## src/rtl/taiga_config.sv

```systemverilog
// Core-wide configuration constants shared by the collector and its clients.
package taiga_config;

  localparam int unsigned XLEN = 32;

endpackage

```

## src/rtl/taiga_types.sv

```systemverilog
// Core-wide type constants: the size of the instruction-ID space.
package taiga_types;

  localparam int unsigned MAX_IDS = 8;

endpackage

```

## src/rtl/rca_config.sv

```systemverilog
// Result-collector configuration: ID width and the packed writeback record.
package rca_config;

  localparam int unsigned ID_W = $clog2(taiga_types::MAX_IDS);

  typedef struct packed {
    logic [ID_W-1:0]                 id;
    logic [taiga_config::XLEN-1:0]   data;
  } rca_result_t;

endpackage

```

## src/rtl/rca_sync_queue.sv

```systemverilog
// Synchronous FIFO with occupancy counter. A push while full is accepted only
// when a pop happens in the same cycle, so a full queue can stream at 1/cycle.
module rca_sync_queue #(
  parameter int unsigned WIDTH = 32,
  parameter int unsigned DEPTH = 4
) (
  input  logic             clk,
  input  logic             rst,
  input  logic             push,
  input  logic             pop,
  input  logic [WIDTH-1:0] din,
  output logic [WIDTH-1:0] dout,
  output logic             full,
  output logic             empty
);

  localparam int unsigned AW = $clog2(DEPTH);

  logic [WIDTH-1:0] mem [DEPTH];
  logic [AW-1:0]    wr_ptr_q;
  logic [AW-1:0]    rd_ptr_q;
  logic [AW:0]      count_q;
  logic             do_push;
  logic             do_pop;

  assign full    = (count_q == (AW+1)'(DEPTH));
  assign empty   = (count_q == '0);
  assign do_pop  = pop & ~empty;
  assign do_push = push & (~full | do_pop);
  assign dout    = mem[rd_ptr_q];

  // Storage array; stale entries are harmless because pointers gate reads.
  always_ff @(posedge clk) begin
    if (do_push) begin
      mem[wr_ptr_q] <= din;
    end
  end

  // Pointers wrap naturally since DEPTH is a power of two.
  always_ff @(posedge clk) begin
    if (rst) begin
      wr_ptr_q <= '0;
      rd_ptr_q <= '0;
      count_q  <= '0;
    end else begin
      if (do_push) wr_ptr_q <= wr_ptr_q + 1'b1;
      if (do_pop)  rd_ptr_q <= rd_ptr_q + 1'b1;
      count_q <= count_q + {{AW{1'b0}}, do_push} - {{AW{1'b0}}, do_pop};
    end
  end

endmodule

```

## src/rtl/rca_result_collector.sv

```systemverilog
// Pairs in-order issued instruction IDs with in-order slot results and presents
// them through a single held writeback register.
// Optional stall detector enabled by defining RCA_COLLECTOR_TIMEOUT_EN.
module rca_result_collector
  import taiga_config::*;
  import taiga_types::*;
  import rca_config::*;
#(
  parameter int unsigned DEPTH          = MAX_IDS,
  parameter int unsigned TIMEOUT_CYCLES = 1024
) (
  input  logic            clk,
  input  logic            rst,
  input  logic            issue_valid,
  input  logic [ID_W-1:0] issue_id,
  output logic            issue_ready,
  input  logic [XLEN-1:0] slot_data,
  input  logic            slot_valid,
  output logic            wb_done,
  output logic [XLEN-1:0] wb_rd,
  output logic [ID_W-1:0] wb_id,
  input  logic            wb_ack,
  output logic            overflow_err,
  output logic            timeout_err
);

  logic            id_full;
  logic            id_empty;
  logic [ID_W-1:0] id_head;
  logic            res_full;
  logic            res_empty;
  logic [XLEN-1:0] res_head;
  logic            pop_pair;
  rca_result_t     out_q;
  logic            done_q;
  logic            overflow_q;

  assign issue_ready = ~id_full;
  // Pop both queues together whenever the output register is free or leaving.
  assign pop_pair    = ~id_empty & ~res_empty & (~done_q | wb_ack);

  rca_sync_queue #(
    .WIDTH (ID_W),
    .DEPTH (DEPTH)
  ) u_id_queue (
    .clk   (clk),
    .rst   (rst),
    .push  (issue_valid & ~id_full),
    .pop   (pop_pair),
    .din   (issue_id),
    .dout  (id_head),
    .full  (id_full),
    .empty (id_empty)
  );

  // Result queue accepts a push while full only if a pop frees a slot.
  rca_sync_queue #(
    .WIDTH (XLEN),
    .DEPTH (DEPTH)
  ) u_res_queue (
    .clk   (clk),
    .rst   (rst),
    .push  (slot_valid),
    .pop   (pop_pair),
    .din   (slot_data),
    .dout  (res_head),
    .full  (res_full),
    .empty (res_empty)
  );

  // Writeback register: load a new pair, else drop after acknowledge.
  always_ff @(posedge clk) begin
    if (rst) begin
      done_q <= 1'b0;
      out_q  <= '0;
    end else if (pop_pair) begin
      done_q <= 1'b1;
      out_q  <= '{id: id_head, data: res_head};
    end else if (wb_ack) begin
      done_q <= 1'b0;
    end
  end

  // Sticky flag for a result dropped against a full result queue.
  always_ff @(posedge clk) begin
    if (rst) begin
      overflow_q <= 1'b0;
    end else if (slot_valid && res_full && !pop_pair) begin
      overflow_q <= 1'b1;
    end
  end

  assign wb_done      = done_q;
  assign wb_rd        = out_q.data;
  assign wb_id        = out_q.id;
  assign overflow_err = overflow_q;

`ifdef RCA_COLLECTOR_TIMEOUT_EN
  localparam int unsigned TW = $clog2(TIMEOUT_CYCLES + 1);

  logic [TW-1:0] stall_cnt_q;
  logic          timeout_q;

  // Count consecutive stalled cycles with an ID waiting; saturate at threshold.
  always_ff @(posedge clk) begin
    if (rst) begin
      stall_cnt_q <= '0;
      timeout_q   <= 1'b0;
    end else if (id_empty || pop_pair) begin
      stall_cnt_q <= '0;
    end else begin
      if (stall_cnt_q != TW'(TIMEOUT_CYCLES)) stall_cnt_q <= stall_cnt_q + 1'b1;
      if (stall_cnt_q == TW'(TIMEOUT_CYCLES - 1)) timeout_q <= 1'b1;
    end
  end

  assign timeout_err = timeout_q;
`else
  assign timeout_err = 1'b0;
`endif

endmodule

```

## config.mk

```make
export PLATFORM = sky130hd
export DESIGN_NAME = rca_result_collector
export DESIGN_NICKNAME = d
export VERILOG_FILES = /design/src/rtl/taiga_config.sv /design/src/rtl/taiga_types.sv /design/src/rtl/rca_config.sv /design/src/rtl/rca_sync_queue.sv /design/src/rtl/rca_result_collector.sv
export SDC_FILE = /design/constraint.sdc
export NUM_CORES = 1
export LEC_CHECK = 0
export BUFFER_PORTS_ARGS = -buffer_cell sky130_fd_sc_hd__buf_2
export CORE_MARGIN = 2
export CORE_UTILIZATION = 59
export CTS_BUF_LIST = sky130_fd_sc_hd__clkbuf_4 sky130_fd_sc_hd__clkbuf_8 sky130_fd_sc_hd__clkbuf_16
export DETAILED_ROUTE_END_ITERATION = 10
export GPL_TIMING_DRIVEN = 0
export PLACE_DENSITY = 0.78
export SETUP_SLACK_MARGIN = 0.15
export SYNTH_ARGS = -nofsm -noshare
export SYNTH_HDL_FRONTEND = slang
export SYNTH_SLANG_ARGS = --single-unit
export TNS_END_PERCENT = 1
```

## constraint.sdc

```tcl
create_clock -name clk -period 11.7 [get_ports clk]
set_clock_uncertainty 0.05 [all_clocks]
set_input_delay 0.585 -clock clk [delete_from_list [all_inputs] [get_ports clk]]
set_output_delay 0.585 -clock clk [all_outputs]
set_load 0.1 [all_outputs]
```

After elaboration in Yosys (flattened, before gate mapping)
Memory sizes are Yosys's and may differ from the RTL's. A register that Yosys moved wholly into a read port is not among the register bits.
Index checks and enable logic that the tools add are counted.
- add/sub/neg operators: 8
- equal/unequal tests: 2
- mux-type cells: 6
- bitwise operators: 15
- reduce and logical (&&, ||, !) cells: 6
- operators by type and width (cell ; number):
    $add 3x1->3 const B ; 4
    $add 4x1->4 ; 2
    $eq 4x4->1 const B ; 2
    $logic_not 4->1 ; 2
    $sub 4x1->4 ; 2
    $and 1x1->1 ; 7
    $mux 1 ; 6
    $not 1->1 ; 5
    $or 1x1->1 ; 3
    $logic_and 1x1->1 ; 2
    $reduce_bool 2->1 ; 1
    $logic_not 1->1 ; 1
- flip-flop bits (word level): 22
- bits in writable memories: 280
- output and inout bits: 39
- word-level logic and storage cells: 47
- memories: 2
- memory list (memory ; words ; width ; read ports ; clocked after Yosys merged registers in ; wr ports ; RTL line ; RTL):
    u_res_queue.mem ; 8 ; 32 ; 1 ; 1 ; 1 ; rca_sync_queue.sv:19 ; logic [WIDTH-1:0] mem [DEPTH];
    u_id_queue.mem ; 8 ; 3 ; 1 ; 1 ; 1 ; rca_sync_queue.sv:19 ;

Longest topological paths before layout
Gate-level depths: netlist of the first run.
- depth in word-level cells: 9
- gate-level depth with buffers: 14
- depth with buffers taken out: 12

By module
A second synthesis of the first run with hierarchy kept.
- cells, all modules: 764
- area total of the unflattened synthesis: 13570.5 um^2
- modules (own cells, without submodules) (module ; times used ; cells each ; area an instance (um^2)):
    rca_sync_queue at u_res_queue ; 1 ; 463 ; 10400.0
    rca_sync_queue at u_id_queue ; 1 ; 127 ; 1681.6
    rca_result_collector ; 1 ; 174 ; 1488.9

Worst setup path before layout of the first run
OpenSTA, ideal clock, no wires.
- kind: register to register
- from: reg done_q (netlist: wb_done)
- to: mem u_res_queue.mem[0][0] (enable)
- data arrival time: 4655 ps
- required time: 11149 ps
- setup slack: 6494 ps
- cell stages (with the launch flop): 5
- clock period less this slack: 5206 ps
- cells stage by stage: dfxtp_1 nor2b_1 o311ai_0 nand2_1 nor4_1
- longest elaborated chain between the ends: 8
- ends and longest elaborated chain (element ; RTL line ; RTL):
    start: declaration ; rca_result_collector.sv:35 ; logic done_q;
    start signal: assignment ; rca_result_collector.sv:74 ; done_q <= 1'b0;
    start signal: assignment ; rca_result_collector.sv:77 ; done_q <= 1'b1;
    start signal: assignment ; rca_result_collector.sv:80 ; done_q <= 1'b0;
    $not 1->1 ; rca_result_collector.sv:40 ; assign pop_pair = ~id_empty & ~res_empty & (~done_q | wb_ack);
    $or 1x1->1 ; rca_result_collector.sv:40 ;
    $and 1x1->1 ; rca_result_collector.sv:40 ;
    $and 1x1->1 ; rca_sync_queue.sv:28 ; assign do_pop = pop & ~empty;
    $or 1x1->1 ; rca_sync_queue.sv:29 ; assign do_push = push & (~full | do_pop);
    $and 1x1->1 ; rca_sync_queue.sv:29 ;
    $mux 1 ; rca_sync_queue.sv:34 ; if (do_push) begin
    $mux 1 (implied by the code) ; rca_sync_queue.sv:35 ; mem[wr_ptr_q] <= din;
    end: declaration ; rca_sync_queue.sv:19 ;
No other way between the ends.

Final worst setup path of the first run
- from: reg u_id_queue.count_q[2]
- to: mem u_res_queue.mem[0][8] (enable)
- longest elaborated chain between the ends: 9
- ends and longest elaborated chain (element ; RTL line ; RTL):
    start: declaration ; rca_sync_queue.sv:22 ; logic [AW:0] count_q;
    start signal: assignment ; rca_sync_queue.sv:48 ; count_q <= count_q + {{AW{1'b0}}, do_push} - {{AW{1'b0}}, do_pop};
    $logic_not 4->1 ; rca_sync_queue.sv:27 ; assign empty = (count_q == '0);
    $not 1->1 ; rca_result_collector.sv:40 ;
    $and 1x1->1 (2 in a row) ; rca_result_collector.sv:40 ;
    $and 1x1->1 ; rca_sync_queue.sv:28 ;
    $or 1x1->1 ; rca_sync_queue.sv:29 ;
    $and 1x1->1 ; rca_sync_queue.sv:29 ;
    $mux 1 ; rca_sync_queue.sv:34 ;
    $mux 1 (implied by the code) ; rca_sync_queue.sv:35 ;
No other way between the ends.

==> impl_metrics.sql, run 1 <==
INSERT INTO impl_metrics (metric_group, metric, value, unit) VALUES
('run_status', 'run_status', 'completed', ''),
('synthesis', 'ys_seq_area_share', '72.9', '%'),
('synthesis', 'yosysWarningCount', '0', ''),
('setup_path', 'worst-path-max-fanout', '7', ''),
('clock_network', 'cts.htree.levels', '2', ''),
('cells_and_area', 'layout.cell_area.non_filler', '0.0153', 'mm²'),
('synthesis', 'area_fraction_in_compound_gates_after_synthesis', '4.18', '%'),
('clock_network', 'cts_setup_buffers', '0', ''),
('synthesis', 'syn_nets', '733', ''),
('synthesis', 'ys_seq_elements', '337', ''),
('setup_path', 'setup.worst_path.start_class', 'flip-flop', ''),
('sta', 'finalWorstPathRequiredPeriod', '3490', 'ps'),
('setup_path', 'worst_path_most_repeated_cell', 'buf_4', ''),
('floorplan', 'floorplan.io_pins', '79', ''),
('sta', 'final.setup.tns', '0', 'ps'),
('cells_and_area', 'fillerInstances', '1325', ''),
('sta', 'setup_violation_total_in_the_final_timing_report', '0', ''),
('synthesis', 'syn-cell-area', '0.0131', 'mm²'),
('setup_path', 'critical_path.n_buffers_inverters', '3', ''),
('grt', 'grt_pass1_wl', '41200', 'µm'),
('detailed_routing', 'dr.pass1.iters', '5', ''),
('grt', 'grtUsageMet2', '41.3', '%'),
('sta', 'fin_crit_sh', '29.8', '%'),
('detailed_routing', 'drt_iter0_drc', '428', ''),
('synthesis', 'synth_cells', '676', ''),
('pwr', 'vdd_drop_max', '0.000146', 'V'),
('synthesis', 'ys.flop_type', 'edfxtp_1', ''),
('setup_path', 'cp-end-kind', 'flip-flop', ''),
('grt', 'grt_use_met1', '29.8', '%'),
('run', 'drv.max_cap_violation_count', '0', ''),
('floorplan', 'core-area', '0.0218', 'mm²'),
('place', 'detailed_place.area', '0.0141', 'mm²'),
('cells_and_area', 'fin_nets', '866', ''),
('floorplan', 'fp.dieArea', '0.0234', 'mm²'),
('sta', 'grt_setup_unrepaired', 'no', ''),
('detailed_routing', 'postRouteAntennaNets', '0', ''),
('pwr', 'power_density_over_the_cells', '255', 'mW/mm²'),
('pwr', 'p_leak', '5.17', 'nW'),
('floorplan', 'floorplan.initialDensity', '60.0', '%'),
('sta', 'timing.final.hold_violations', '0', ''),
('floorplan', 'rows', '54', ''),
('synthesis', 'post_synth_and_or_nand_nor_area_fraction', '3.54', '%'),
('synthesis', 'synthMuxAreaShare', '14.7', '%'),
('synthesis', 'post_synth_xor_area_fraction', '0.602', '%'),
('clock_network', 'cts_made_buffers', '34', ''),
('grt', 'busiest_layer', 'met2', ''),
('cells_and_area', 'layout-area-overhead-vs-synth', '16.8', '%'),
('clock_network', 'cts_repair_resize_count', '0', ''),
('clock_network', 'clock_insertion_delay_worst_skew', '510', 'ps'),
('detailed_routing', 'number_of_vias_after_detailed_routing', '6730', ''),
('place', 'port-buffer-count', '76', ''),
('synthesis', 'netlist-cell-type-count', '38', ''),
('sta', 'maxClockFrequency', '0.287', 'GHz'),
('clock_network', 'clock-sinks', '337', ''),
('grt', 'first_global_vias', '7209', ''),
('setup_path', 'crit_chain', 'inv_1 -> ha_1 -> nor3b_1 -> o311ai_0 -> nand2_1 -> nor4_2 -> buf_4 -> buf_4', ''),
('sta', 'maxSlewViolCount', '0', ''),
('detailed_routing', 'detail_route.wirelength', '26800', 'µm'),
('grt', 'grt_usage', '23.5', '%'),
('setup_path', 'cp_data_required_time', '11860', 'ps'),
('synthesis', 'synth-async-reset-ratio', '0', '%'),
('setup_path', 'cp_top_family', 'simple AND/OR/NAND/NOR gates', ''),
('cells_and_area', 'seqCellArea', '0.00955', 'mm²'),
('cells_and_area', 'multiInputGateArea', '0.00330', 'mm²'),
('place', 'dpl.hpwl', '16900', 'µm'),
('floorplan', 'fp.dieW', '153', 'µm'),
('setup_path', 'critical_path_arrival', '3650', 'ps'),
('grt', 'fraction_of_met3_tracks_used_by_global_routing', '4.31', '%'),
('synthesis', 'syn_area_per_cell', '19.4', 'µm²'),
('synthesis', 'synth-adder-area-share', '1.74', '%'),
('clock_network', 'path_clk_slew', '60', 'ps');
==> registers in the layout, indices dropped and copies added (netlist names) <==
register / count
u_id_queue.rd_ptr_q: 3
u_id_queue.mem: 24
overflow_err: 1
u_res_queue.wr_ptr_q: 3
u_res_queue.count_q: 4
u_id_queue.count_q: 4
wb_id: 3
u_id_queue.wr_ptr_q: 3
wb_rd: 32
u_res_queue.rd_ptr_q: 3
wb_done: 1
u_res_queue.mem: 256
==> kinds of logic (layout without fill, tap and decap cells) <==
kind of cell             count (synthesis)  in the layout
multiplexers                           105            105
XOR/XNOR                                 9              9
AO/OA/AOI/OAI                           53             53
AND/OR/NAND/NOR                        101            101
buffers and inverters                   53            211
adder cells (fa/ha/maj)                 17             17
other                                    1              1
flip-flops                             337            337
==> placed cells by master (no fill, tap or decap), types with 15 or more instances in the layout <==
master	count
edfxtp_1	280
mux2i_1	35
mux4_2	70
a211oi_2	35
inv_1	15
clkbuf_16	37
ha_1	15
nor2_1	54
dfxtp_1	57
buf_6	24
buf_2	87
==> cell usage after synthesis, types with 4 or more instances <==
cell,count,share of area (%)
edfxtp_1,280,64
mux4_2,70,12
dfxtp_1,57,8.7
nor2_1,57,1.6
a211oi_2,35,3.3
mux2i_1,35,2.7
ha_1,15,1.4
inv_1,15,0.43
clkbuf_1,14,0.40
nand2_1,12,0.34
buf_2,11,0.42
buf_6,11,0.95
a21oi_1,10,0.38
nand2b_1,6,0.29
nor3_1,6,0.23
nand3_1,5,0.19
xnor2_1,5,0.33
nor2b_1,4,0.19
xor2_1,4,0.27
==> metrics by stage <==
stage,power [mW],setup WS (ps),hold slack [ps],utilization (%),instances
5_1_grt,4.06,8030,295,70.1,1114
3_3_place_gp,2.76,3360,422,63.4,1032
3_5_place_dp,2.81,8290,436,64.7,1053
2_1_floorplan,2.52,6490,412,-,676
6_report,3.91,8210,288,70.1,1114
4_1_cts,3.93,8270,277,70.1,1114
==> power breakdown <==
part	switching, mW	internal [mW]
Sequential	0.0561	1.42
Clock	0.426	0.691
Combinational	0.869	0.446
==> worst register-to-register path, cell delays in order, from the launching register on <==
cell and delay (ps):
dfxtp_1 300, inv_1 70, ha_1 210, nor3b_1 160, o311ai_0 730, nand2_1 340, nor4_2 790, buf_4 330
buf_4 210
==> routing by layer <==
layer,vias to the layer above,share of wire (%)
met1,3452,38
met3,68,5.9
met4,2,2.7
met2,267,53
met5,-,0.049
li1,2941,-
==> worst paths after layout <==
path,start,to,slack [ps],depth (start not counted)
hold / removal,slot_data[19],u_res_queue.mem[4][19]$_DFFE_PP_,290,1
setup / recovery,u_id_queue.count_q[2]$_SDFF_PP0_,u_res_queue.mem[0][8]$_DFFE_PP_,8210,8
hold reg to reg,u_id_queue.wr_ptr_q[0]$_SDFFE_PP0P_,u_id_queue.wr_ptr_q[0]$_SDFFE_PP0P_,450,2
setup reg to reg,u_id_queue.count_q[2]$_SDFF_PP0_,u_res_queue.mem[0][8]$_DFFE_PP_,8210,8
==> cell type report <==
type                            count  share of cell area (%)
Clock inverter                      8                   0.761
Multi-Input combinational cell    286                    21.6
Inverter                           16                   0.393
Buffer                             37                    1.56
Timing Repair Buffer               97                    4.08
Sequential cell                   337                    62.4
Tap cell                          280                    2.29
Clock buffer                       53                    6.92
Power figures use the tool's default switching activity.
==> inputs of run 2 (changes only) <==
==> constraint.sdc (replaced) <==
create_clock -name clk -period 3.24 [get_ports clk]
set_clock_uncertainty 0.05 [all_clocks]
set_input_delay 0.162 -clock clk [delete_from_list [all_inputs] [get_ports clk]]
set_output_delay 0.162 -clock clk [all_outputs]
set_load 0.1 [all_outputs]
==> run 2 against run 1 <==
  * Power rose to 3.6 times the previous value
  * Utilization up 2.1 points
  * Worst setup slack got worse by 8000 ps
  * Largest cell class unchanged
  * Largest power group unchanged
==> impl_metrics.sql, run 2 (synthesized netlist as in run 1, its figures left out) <==
INSERT INTO impl_metrics (metric_group, metric, value, unit) VALUES
('pwr', 'power.switching', '4.97', 'mW'),
('clock_network', 'buffer_depth_of_the_longest_clock_path', '3', ''),
('pwr', 'comb_power_share', '34.4', '%'),
('floorplan', 'floorplan.io_pins', '79', ''),
('pwr', 'power_density_over_the_cells', '897', 'mW/mm²'),
('grt', 'globalRouteOverflowTotal', '0', ''),
('run_status', 'run_status', 'completed', ''),
('cells_and_area', 'layout.cell_area.non_filler', '0.0158', 'mm²'),
('cells_and_area', 'final_common_cell', 'edfxtp_1', ''),
('detailed_routing', 'number_of_vias_after_detailed_routing', '6922', ''),
('detailed_routing', 'dr.pass1.iters', '5', ''),
('cells_and_area', 'top_register_by_number_of_flip_flops', 'u_res_queue.mem', ''),
('pwr', 'vdd_drop_max', '0.000512', 'V'),
('floorplan', 'fp.dieArea', '0.0234', 'mm²'),
('cells_and_area', 'number_of_antenna_cells_inserted', '0', ''),
('pwr', 'cell_internal_power', '9.17', 'mW'),
('sta', 'timing.final.hold_violations', '0', ''),
('place', 'port-buffer-count', '76', ''),
('cells_and_area', 'largest_register_ff_count', '256', ''),
('grt', 'grt_usage', '24.6', '%'),
('setup_path', 'path_class', 'reg -> reg', ''),
('floorplan', 'rows', '54', ''),
('setup_path', 'critical-path-slowest-cell', 'nor3_4', ''),
('clock_network', 'clock-sinks', '337', ''),
('cells_and_area', 'drive_gt1_share', '33.8', '%'),
('sta', 'setup_violation_total_in_the_final_timing_report', '0', ''),
('grt', 'grt_pass1_wl', '42800', 'µm'),
('cells_and_area', 'fin_nets', '901', ''),
('detailed_routing', 'postRouteAntennaNets', '0', ''),
('pwr', 'pwr-share-seq', '37.7', '%'),
('pwr', 'pwr-share-clk', '27.9', '%'),
('pwr', 'sw_frac_of_total', '35.1', '%'),
('clock_network', 'clock_insertion_delay_worst_skew', '510', 'ps'),
('detailed_routing', 'route.met3.wl', '1970', 'µm'),
('sta', 'maxClockFrequency', '0.328', 'GHz'),
('sta', 'fin_crit_sh', '94.0', '%'),
('detailed_routing', 'drc_errors', '0', ''),
('detailed_routing', 'detail_route.wirelength', '28000', 'µm'),
('pwr', 'fin_total_pwr', '14.1', 'mW'),
('detailed_routing', 'viasPerCell', '6.02', ''),
('cells_and_area', 'layout-area-overhead-vs-synth', '20.3', '%'),
('detailed_routing', 'met1_length', '10400', 'µm'),
('floorplan', 'floorplan.initialDensity', '60.0', '%'),
('sta', 'maxSlewViolCount', '0', ''),
('grt', 'grt_max_degree', '24', ''),
('detailed_routing', 'met2WireLength', '14900', 'µm'),
('floorplan', 'dieHeight', '153', 'µm'),
('floorplan', 'core-area', '0.0218', 'mm²'),
('run', 'drv.max_cap_violation_count', '0', ''),
('clock_network', 'cts.root.buffer_cell', 'clkbuf_16', ''),
('place', 'detailed_place.area', '0.0142', 'mm²'),
('setup_path', 'setup.worst_path.start_class', 'flip-flop', ''),
('sta', 'slew_headroom', '35.1', '%'),
('clock_network', 'cts_tree', 'done', ''),
('clock_network', 'path_clk_slew', '60', 'ps'),
('grt', 'first_global_vias', '7370', ''),
('worst_hold_path', 'worstHoldPathType', 'in -> reg', ''),
('sta', 'finalWorstPathRequiredPeriod', '3050', 'ps'),
('place', 'dp_cells', '1046', ''),
('cells_and_area', 'mostFrequentLayoutCells', '280 x edfxtp_1, 87 x buf_2, 70 x mux4_2, 56 x dfxtp_1, 54 x nor2_1', ''),
('place', 'gp_congestion', '0.735', ''),
('setup_path', 'crit_chain', 'inv_1 -> ha_1 -> nor3b_1 -> o311ai_1 -> nand2_1 -> nor3_4 -> buf_16 -> buf_8', ''),
('detailed_routing', 'routed.top_layer', 'met4', ''),
('detailed_routing', 'drt_iter0_drc', '472', ''),
('setup_path', 'timing.critical_path.slowest_cell_delay', '640', 'ps'),
('clock_network', 'cts_made_buffers', '34', ''),
('setup_path', 'cp-end-kind', 'flip-flop', ''),
('sta', 'tightest_slew', '974', 'ps'),
('pwr', 'p_leak', '5.31', 'nW'),
('place', 'dpl.hpwl', '17000', 'µm'),
('grt', 'antenna_violations_before_repair', '0', ''),
('setup_path', 'critical_path_arrival', '3200', 'ps'),
('setup_path', 'cp_data_required_time', '3390', 'ps'),
('clock_network', 'cts.htree.levels', '2', ''),
('detailed_routing', 'routedWlPerCell', '24.3', 'µm'),
('setup_path', 'worst-path-max-fanout', '15', ''),
('cells_and_area', 'post_layout_nonfiller_instances', '1149', ''),
('sta', 'grt_setup_unrepaired', 'yes', ''),
('floorplan', 'fp.dieW', '153', 'µm'),
('cells_and_area', 'post-route-util', '72.2', '%');
-- run 2: cell count changes in the layout (fill, tap and decap cells not counted), moves of 3 or more --
cell	delta
buf_16	+5
buf_6	-12
buf_8	+5
clkbuf_4	-8
clkinv_2	+3
dlygate4sd3_1	+38
nor3_2	-4
nor3_4	+4
-- run 2: final timing paths --
check,from,end,slack (ps),cells after the start
worst min-delay path,rst,u_id_queue.count_q[0]$_SDFF_PP0_,140,2
worst max-delay path,u_id_queue.count_q[2]$_SDFF_PP0_,u_res_queue.mem[1][3]$_DFFE_PP_,190,8
worst max register to register,u_id_queue.count_q[2]$_SDFF_PP0_,u_res_queue.mem[1][3]$_DFFE_PP_,190,8
worst min register to register,overflow_err$_SDFFE_PP0P_,overflow_err$_SDFFE_PP0P_,450,2
-- run 2: worst max-delay path: cells and delay by family, from the launching register on --
family,cells,cell delay (ps)
AND/OR/NAND/NOR,3,1180
buffers and inverters,3,510
adder cells (fa/ha/maj),1,230
flip-flops,1,300
AO/OA/AOI/OAI,1,460
-- run 2: timing repair --
item                                    CTS  global route
hold buffers                             38             0
cloned                                    0             0
gates resized for setup                   1             0
pin swaps                                 2             1
hold endpoints to repair                285             0
endpoints found under the setup margin   95            33
setup buffers                             3             1
-- run 2: metrics by stage --
step | setup slack (ps) | hold slack (ps) | TNS, ps
CTS | 134 | 120 | 0
finish | 194 | 140 | 0
floorplan | 1.82 | 211 | 0
global route | 137 | 163 | 0
detailed placement | -136 | 380 | -2710
global placement | -1670 | 364 | -388010
-- run 2: layer usage --
layer	GRT usage (%)	vias to the layer above
li1	-	3023
met4	7.89	0
met5	0	-
met1	31.0	3537
met2	43.7	302
met3	4.42	60
-- run 2: area by class of cell --
type	instances	area, µm²
multi-input cells	286	3330
well taps	280	350
plain buffers	37	239
fillers	1254	6070
flip-flops and latches	337	9550
clock buffers	45	976
clock inverters	16	163
repair buffers	132	1090
inverters	16	60.1
-- run 2: power groups by stage --
| stage | Combinational (mW) | Sequential (mW) | Clock (mW) |
|---|---|---|---|
| 2_1_floorplan | 2.59 | 6.51 | 0 |
| 3_3_place_gp | 4.57 | 5.39 | 0 |
| 3_5_place_dp | 4.79 | 5.41 | 0 |
| 4_1_cts | 4.90 | 5.33 | 3.99 |
| 5_1_grt | 5.18 | 5.36 | 4.15 |
| 6_report | 4.86 | 5.33 | 3.95 |
==> inputs of run 3 (changes only) <==
--- a/config.mk
+++ b/config.mk
@@ -6,12 +6,13 @@
 export NUM_CORES = 1
 export LEC_CHECK = 0
 export BUFFER_PORTS_ARGS = -buffer_cell sky130_fd_sc_hd__buf_2
+export CORE_ASPECT_RATIO = 1.5
 export CORE_MARGIN = 2
-export CORE_UTILIZATION = 59
-export CTS_BUF_LIST = sky130_fd_sc_hd__clkbuf_4 sky130_fd_sc_hd__clkbuf_8 sky130_fd_sc_hd__clkbuf_16
+export CORE_UTILIZATION = 60
+export CTS_BUF_LIST = sky130_fd_sc_hd__clkbuf_4
 export DETAILED_ROUTE_END_ITERATION = 10
 export GPL_TIMING_DRIVEN = 0
-export PLACE_DENSITY = 0.78
+export PLACE_DENSITY = 0.79
 export SETUP_SLACK_MARGIN = 0.15
 export SYNTH_ARGS = -nofsm -noshare
 export SYNTH_HDL_FRONTEND = slang
==> run 3 against run 2 <==
  * Flip-flop and latch count unchanged
  * Combinational power shrank 1%
  * Critical endpoint is now u_id_queue.count_q[2]$_SDFF_PP0_
  * Worst setup slack improved by 90 ps
  * Worst hold slack worse by 21 ps
  * Via count up 2.6%
==> impl_metrics.sql, run 3 (synthesized netlist as in run 1, its figures left out) <==
INSERT INTO impl_metrics (metric_group, metric, value, unit) VALUES
('cells_and_area', 'layout-area-overhead-vs-synth', '19.4', '%'),
('grt', 'grt_pass1_wl', '42100', 'µm'),
('run_status', 'run_status', 'completed', ''),
('detailed_routing', 'drt_iter0_drc', '648', ''),
('cells_and_area', 'multiInputGateArea', '0.00333', 'mm²'),
('clock_network', 'clock-sinks', '337', ''),
('detailed_routing', 'number_of_vias_after_detailed_routing', '7100', ''),
('clock_network', 'buffer_depth_of_the_longest_clock_path', '3', ''),
('floorplan', 'fp.dieArea', '0.0231', 'mm²'),
('sta', 'maxSlewViolCount', '0', ''),
('place', 'dpl.hpwl', '17600', 'µm'),
('sta', 'tightest_slew', '939', 'ps'),
('floorplan', 'floorplan.initialDensity', '60.8', '%'),
('sta', 'finalWorstPathRequiredPeriod', '2960', 'ps'),
('clock_network', 'path_clk_slew', '70', 'ps'),
('place', 'dp_cells', '1038', ''),
('sta', 'grt_setup_unrepaired', 'no', ''),
('grt', 'globalRouteOverflowTotal', '0', ''),
('floorplan', 'dieHeight', '185', 'µm'),
('cells_and_area', 'seqCellArea', '0.00955', 'mm²'),
('sta', 'final.setup.tns', '0', 'ps'),
('setup_path', 'setup.worst_path.start_class', 'flip-flop', ''),
('clock_network', 'cts_tree', 'done', ''),
('detailed_routing', 'viasPerCell', '5.82', ''),
('place', 'port-buffer-count', '76', ''),
('cells_and_area', 'largest_register_ff_count', '256', ''),
('place', 'detailed_place.area', '0.0142', 'mm²'),
('detailed_routing', 'dr.pass1.iters', '5', ''),
('sta', 'setup_violation_total_in_the_final_timing_report', '0', ''),
('floorplan', 'rows', '66', ''),
('detailed_routing', 'routedWlPerCell', '22.5', 'µm'),
('pwr', 'p_leak', '5.34', 'nW'),
('floorplan', 'fp.dieW', '125', 'µm'),
('pwr', 'vdd_drop_max', '0.000493', 'V'),
('detailed_routing', 'detail_route.wirelength', '27400', 'µm'),
('cells_and_area', 'drive_gt1_share', '37.7', '%'),
('worst_hold_path', 'worstHoldPathType', 'in -> reg', ''),
('floorplan', 'floorplan.io_pins', '79', ''),
('place', 'gp_congestion', '0.793', ''),
('grt', 'first_global_vias', '7746', ''),
('cells_and_area', 'layout.cell_area.non_filler', '0.0156', 'mm²'),
('clock_network', 'cts.htree.levels', '3', ''),
('pwr', 'power_density_over_the_cells', '863', 'mW/mm²'),
('sta', 'whs', '119', 'ps'),
('cells_and_area', 'post_layout_nonfiller_instances', '1219', ''),
('detailed_routing', 'drc_errors', '0', ''),
('setup_path', 'worst-path-max-fanout', '10', ''),
('setup_path', 'critical_path_arrival', '3440', 'ps'),
('setup_path', 'cp-end-kind', 'flip-flop', ''),
('grt', 'antenna_violations_before_repair', '1', ''),
('sta', 'fin_crit_sh', '91.2', '%'),
('detailed_routing', 'postRouteAntennaNets', '0', ''),
('cells_and_area', 'final_common_cell', 'edfxtp_1', ''),
('cells_and_area', 'fillerInstances', '1284', ''),
('grt', 'grt_usage', '24.5', '%'),
('setup_path', 'path_class', 'reg -> reg', ''),
('clock_network', 'clock_insertion_delay_worst_skew', '680', 'ps'),
('setup_path', 'cp_data_required_time', '3730', 'ps'),
('run', 'drv.max_cap_violation_count', '0', ''),
('sta', 'slew_headroom', '37.4', '%'),
('sta', 'timing.final.hold_violations', '0', ''),
('clock_network', 'cts.root.buffer_cell', 'clkbuf_4', ''),
('clock_network', 'cts_made_buffers', '75', ''),
('sta', 'maxClockFrequency', '0.338', 'GHz'),
('cells_and_area', 'fin_nets', '942', ''),
('grt', 'grt_max_degree', '27', ''),
('cells_and_area', 'post-route-util', '72.6', '%'),
('cells_and_area', 'top_register_by_number_of_flip_flops', 'u_res_queue.mem', ''),
('cells_and_area', 'mostFrequentLayoutCells', '280 x edfxtp_1, 116 x clkbuf_4, 87 x buf_2, 70 x mux4_2, 56 x dfxtp_1', ''),
('floorplan', 'core-area', '0.0216', 'mm²');
-- run 3: area by class of cell --
cell class	instances	share of cell area (%)
multi-input cells	286	21.3
flip-flops and latches	337	61.1
clock buffers	116	5.57
plain buffers	37	1.53
well taps	272	2.18
inverters	16	0.384
repair buffers	132	7.07
clock inverters	22	0.896
diodes	1	0.0160
-- run 3: metal layers --
layer | GRT usage, % | vias up | part of all wire [%]
met4 | 10.9 | 0 | 2.3
met5 | 0 | - | 0
li1 | - | 3166 | -
met3 | 4.82 | 40 | 5.3
met2 | 44.6 | 239 | 55
met1 | 28.3 | 3655 | 38
-- run 3: report_power, final --
| group | internal, mW | switching (mW) | leakage (nW) |
|---|---|---|---|
| combinational | 1.66 | 3.13 | 1.74 |
| clock | 1.80 | 1.58 | 0.597 |
| sequential | 5.12 | 0.201 | 3.01 |
-- run 3: stage by stage --
stage | total power [mW] | setup slack (ps)
floorplan | 9.10 | 1.82
global placement | 9.93 | -1510
detailed placement | 10.2 | 87.0
CTS | 13.6 | 124
global route | 14.1 | 173
finish | 13.5 | 284
-- run 3: critical path, cell delays in order (launching register included) --
cell,delay [ps]
dfxtp_1,310
inv_1,100
ha_1,220
or3b_4,420
nand3_2,160
inv_2,80
buf_6,160
buf_6,170
ha_1,290
inv_1,40
ha_1,200
fa_1,390
xnor2_1,150
nor2_1,60
-- run 3: final timing paths --
| check | slack, ps | to | cells after the start | startpoint |
|---|---|---|---|---|
| worst max register to register | 280 | u_id_queue.count_q[2]$_SDFF_PP0_ | 13 | u_res_queue.count_q[2]$_SDFF_PP0_ |
| worst min-delay path | 120 | wb_id[1]$_SDFFE_PP0N_ | 2 | rst |
| worst min register to register | 450 | u_id_queue.wr_ptr_q[0]$_SDFFE_PP0P_ | 2 | u_id_queue.wr_ptr_q[0]$_SDFFE_PP0P_ |
| worst max-delay path | 280 | u_id_queue.count_q[2]$_SDFF_PP0_ | 13 | u_res_queue.count_q[2]$_SDFF_PP0_ |
-- run 3: what timing repair did --
item | in CTS | in global routing
hold endpoints to repair | 314 | 0
pin swaps | 1 | 2
gates resized for setup | 0 | 1
setup buffers | 1 | 2
endpoints found under the setup margin | 33 | 118
hold buffers | 39 | 0
